### src/rtl/add4_accum_ctrl.sv
// Batch accumulator that drives an external combinational ripple-carry adder,
// sums COUNT operands and reports the wrapped sum plus the number of carry-outs.
module add4_accum_ctrl #(
  parameter int WIDTH = 4,
  parameter int COUNT = 4,
  parameter int CW    = $clog2(COUNT + 1)
) (
  input  logic             clk,
  input  logic             rst,
  input  logic             in_valid,
  output logic             in_ready,
  input  logic [WIDTH-1:0] in_data,
  output logic [WIDTH-1:0] add_a,
  output logic [WIDTH-1:0] add_b,
  output logic             add_cin,
  input  logic [WIDTH-1:0] add_sum,
  input  logic             add_cout,
  output logic             out_valid,
  input  logic             out_ready,
  output logic [WIDTH-1:0] out_sum,
  output logic [CW-1:0]    out_carry_cnt,
  output logic             busy
);

  // Handshakes: a transfer happens on a rising edge where valid and ready are both
  // high; valid never waits on ready, and a raised out_valid holds until taken.
  typedef enum logic [1:0] {
    IDLE  = 2'd0,
    ACCUM = 2'd1,
    DONE  = 2'd2
  } state_t;

  state_t           state, state_next;
  logic [WIDTH-1:0] acc;
  logic [CW-1:0]    op_cnt;
  logic [CW-1:0]    carry_cnt;
  logic             accept;
  logic             last_op;

  assign add_a   = acc;
  assign add_b   = in_data;
  assign add_cin = 1'b0;

  assign accept  = in_valid & in_ready;
  // op_cnt is still zero in IDLE, so this also covers COUNT==1 going straight to DONE.
  assign last_op = (op_cnt == CW'(COUNT - 1));

  assign out_sum       = acc;
  assign out_carry_cnt = carry_cnt;

  always_comb begin
    state_next = state;
    in_ready   = 1'b0;
    out_valid  = 1'b0;
    busy       = 1'b0;
    case (state)
      IDLE: begin
        in_ready = 1'b1;
        if (accept) state_next = last_op ? DONE : ACCUM;
      end
      ACCUM: begin
        in_ready = 1'b1;
        busy     = 1'b1;
        if (accept && last_op) state_next = DONE;
      end
      DONE: begin
        out_valid = 1'b1;
        if (out_ready) state_next = IDLE;
      end
      default: state_next = IDLE;
    endcase
  end

  always_ff @(posedge clk) begin
    if (rst) begin
      state     <= IDLE;
      acc       <= '0;
      op_cnt    <= '0;
      carry_cnt <= '0;
    end else begin
      state <= state_next;
      if (accept) begin
        acc       <= add_sum;
        carry_cnt <= carry_cnt + CW'(add_cout);
        op_cnt    <= op_cnt + CW'(1);
      end else if (state == DONE && out_ready) begin
        acc       <= '0;
        op_cnt    <= '0;
        carry_cnt <= '0;
      end
    end
  end

endmodule

### config.mk
export PLATFORM = sky130hd
export DESIGN_NAME = add4_accum_ctrl
export DESIGN_NICKNAME = d
export VERILOG_FILES = /design/src/rtl/add4_accum_ctrl.sv
export SDC_FILE = /design/constraint.sdc
export NUM_CORES = 1
export LEC_CHECK = 0
export ABC_AREA = 1
export BUFFER_PORTS_ARGS = -buffer_cell sky130_fd_sc_hd__buf_2
export CAP_MARGIN = 30
export CORE_ASPECT_RATIO = 1.5
export CORE_MARGIN = 1.5
export CORE_UTILIZATION = 27
export DETAILED_ROUTE_END_ITERATION = 7
export GPL_TIMING_DRIVEN = 0
export PLACE_DENSITY_LB_ADDON = 0.12
export REMOVE_ABC_BUFFERS = 1
export SLEW_MARGIN = 10
export SYNTH_ARGS = -nofsm -noshare
export SYNTH_HDL_FRONTEND = slang
export SYNTH_SLANG_ARGS = --single-unit
### constraint.sdc
create_clock -name clk -period 2.18 [get_ports clk]
set_input_delay 0.218 -clock clk [delete_from_list [all_inputs] [get_ports clk]]
set_output_delay 0.218 -clock clk [all_outputs]
set_load 0.05 [all_outputs]
==> out/qor.log <==
[die] standard cell core area 0.00221 sq mm
[yosys] leading post-synthesis cells by instance count 15 x sky130_fd_sc_hd__nand2_1, 12 x sky130_fd_sc_hd__dfxtp_1, 11 x sky130_fd_sc_hd__a21oi_1, 10 x sky130_fd_sc_hd__nand3_1, 9 x sky130_fd_sc_hd__buf_4
[clock_tree] number of instances resized during post-cts repair 0
[yosys] YS warnings 0
[clock_tree] # Post-CTS Setup Buffers 0
[die] Starting Density 0.280
[yosys] cell type contributing the most total cell area after synthesis sky130_fd_sc_hd__dfxtp_1
[power] Power Density 732 mW/mm^2
[grt] number of antenna violations at the first check in global routing 0
[timing] total of endpoints with negative setup slack in the final report 0
[die] standard-cell rows 21
[grt] pin count of the biggest net entering global routing 13
[routing] Avg Vias per Cell 4.50
[worst_setup_path] CP Capture Point out_valid
[die] die span in x 42.1 um
[layout] Layout Nets 113
[worst_setup_path] startpoint kind of the worst setup timing path flip-flop
[yosys] part of the Yosys area used for sequential elements 0.389
[timing] number of hold violations in the final report 0
[status] result of the run finished clean
[yosys] mean instance size in the synthesized netlist 7.73 sq um
[yosys] Post-synth EDFFs 0
[layout] layout overhead on the synthesized area 15.0%
[worst_setup_path] Worst R2R End state[0]$_SDFFE_PP0P_
[worst_setup_path] source of the worst register-to-register timing path state[1]$_SDFFE_PP0P_
[timing] final worst hold slack 186 ps
[yosys] cell count after synthesis 80
[layout] Diodes inserted 0
[grt] overall routing resource usage 0.106
[power] internal cell power 359 uW
[routing] final routed wire length divided by cell count 10.4 um
[power] clock network power share 0.341
[clock_tree] CTS sink count 12
[grt] number of global-route vias before repair 425
[timing] setup repair after global routing missed its margin false
[routing] overall via count from detail_route 531
[worst_setup_path] maximum fanout along the worst path 4
[layout] layout cells sized above 1 0.326
[timing] max-slew violation total from the final report 0
[power] net switching power figure 161 uW
[die] overall die area 0.00259 sq mm
[timing] final-layout setup total negative slack 0 ps
[die] IO Pins 32
[worst_setup_path] Crit. Startpoint state[1]$_SDFFE_PP0P_
[job] # Max-Cap Violations 0
[clock_tree] clock tree from TritonCTS built
[clock_tree] worst skew pair latency 270 ps
[yosys] post-synth cell types 17
[yosys] fraction of synthesis flops using an asynchronous set or reset pin 0
[timing] Layout Skew 6.01 ps
[routing] drt first-iter violations 5
[worst_setup_path] setup slack of the worst register-to-register path 990 ps
[worst_setup_path] length in cells of the worst reg-to-reg path 4
[timing] share of the clock period used by the worst path 0.633
[power] reported leakage power 0.357 nW
[yosys] post-synthesis instance area 618 sq um
[routing] antenna-violating nets left 0
[worst_setup_path] Critical Path Sink Type output pin
[power] sequential fraction of design power 0.458
[timing] clock period minus worst slack 1380 ps
[routing] router iterations before antenna repair 4
[layout] design area 711 sq um
[placement] PortBufs 22
[die] vertical die dimension 61.6 um
[placement] sum of net half-perimeters after detailed placement 902 um
[yosys] Synth area leaders sky130_fd_sc_hd__dfxtp_1 39%, sky130_fd_sc_hd__buf_4 11%, sky130_fd_sc_hd__nand2_1 9.1%
[routing] DRC Markers 0
[min_path] Hold/Removal Path Class input pin to flip-flop
[placement] Placed Instances 114
[clock_tree] clock buffer count from CTS 3
[clock_tree] clock transition at the registers of the reported paths 80 ps
[clock_tree] number of H-tree levels 1
[yosys] dominant register cell in the synthesized netlist sky130_fd_sc_hd__dfxtp_1
[routing] final routed wirelength across all metal layers 1.23 mm
[yosys] share of the synthesized area in the top cell type 0.389
[clock_tree] master cell of the clock root buffer sky130_fd_sc_hd__clkbuf_4
[grt] first-pass GRT wire length 1.93 mm
[placement] placer congestion estimate 0.611
[worst_setup_path] arrival time reported for the critical path endpoint 1160 ps
[layout] non-filler instance count after layout 118
[timing] measured slew at the worst slew-check pin 511 ps
[clock_tree] hold bufs inserted after CTS 0
[timing] Max Fclk 725 MHz
[yosys] most frequent cell after synthesis sky130_fd_sc_hd__nand2_1
[layout] final standard cell utilization of the core 0.322
[clock_tree] clk buf depth 2
[grt] total gr overflow 0
[power] Worst IR Drop VDD 0.000383 V
[power] net switching fraction of the power 0.310
[power] proportion of power drawn by combinational gates 0.201
[worst_setup_path] category of the most critical setup path flip-flop to output pin
[yosys] post-synthesis sequential element count 12
[worst_setup_path] Req. time, crit path 1960 ps
[timing] relative slew slack 0.659
[placement] placed cell areas 674 sq um
## metrics by stage
stage                     total power, mW  worst slack [ps]
after detailed placement            0.350               965
after global placement              0.349               969
after global routing                0.552               740
after floorplan                     0.319               613
final                               0.520               800
after CTS                           0.531               792
## worst max-delay path, stage by stage (launching register included)
cell,delay [ps]
sky130_fd_sc_hd__dfxtp_1,420
sky130_fd_sc_hd__inv_2,70
sky130_fd_sc_hd__nor2_1,120
sky130_fd_sc_hd__buf_2,280
## cells by family (layout without fill, tap and decap cells)
group / count (synthesis) / after routing / synth area share
other: 1 / 1 / 0.00607
and+or+nand+nor: 31 / 31 / 0.227
DFF: 12 / 12 / 0.389
buffers and inverters: 19 / 34 / 0.182
adders and majority gates: 4 / 4 / 0.0810
AOI/OAI and AO/OA: 13 / 13 / 0.115
## layout by cell type, fill, tap and decap left out, types with 3 or more instances in the layout
cell / Yosys / final
sky130_fd_sc_hd__buf_2: 0 / 22
sky130_fd_sc_hd__nand2_1: 15 / 15
sky130_fd_sc_hd__dfxtp_1: 12 / 12
sky130_fd_sc_hd__a21oi_1: 11 / 11
sky130_fd_sc_hd__nand3_1: 10 / 10
sky130_fd_sc_hd__inv_1: 7 / 7
sky130_fd_sc_hd__ha_1: 4 / 4
sky130_fd_sc_hd__nor2_1: 3 / 3
sky130_fd_sc_hd__clkbuf_4: 0 / 3
## power groups by stage
stage / Combinational [mW] / Sequential [mW] / Clock, mW
after CTS: 0.106 / 0.239 / 0.187
after global routing: 0.115 / 0.240 / 0.196
after floorplan: 0.0401 / 0.279 / 0
final: 0.105 / 0.238 / 0.177
after global placement: 0.105 / 0.243 / 0
after detailed placement: 0.106 / 0.244 / 0
## final cells by class
cell class	instances	area, sq um
Inverter	8	30.0
Timing Repair Buffer	22	110
Clock buffer	4	36.3
Fill cell	267	1500
Multi-Input combinational cell	49	265
Sequential cell	12	240
Tap cell	23	28.8
## state kept, by name (all words and copies together), names as in the netlist
| signal | cells |
|---|---|
| add_a | 4 |
| state | 2 |
| out_carry_cnt | 3 |
| op_cnt | 3 |
## worst min path at each step
stage	from	endpoint	depth (start not counted)
floorplan	rst	add_a[3]$_SDFFE_PP0P_	1
global placement	in_data[0]	add_b[0]	0
detailed placement	in_data[0]	add_b[0]	0
CTS	add_sum[2]	add_a[2]$_SDFFE_PP0P_	3
global route	add_sum[0]	add_a[0]$_SDFFE_PP0P_	3
finish	add_sum[2]	add_a[2]$_SDFFE_PP0P_	3
## metal layers
layer  routed length, um  global-route usage
met5                   0                   0
met2                 614               0.167
met1                 537               0.117
met4                  19              0.0938
met3                  56              0.0323
No activity file was read; power rests on OpenSTA's default activity.
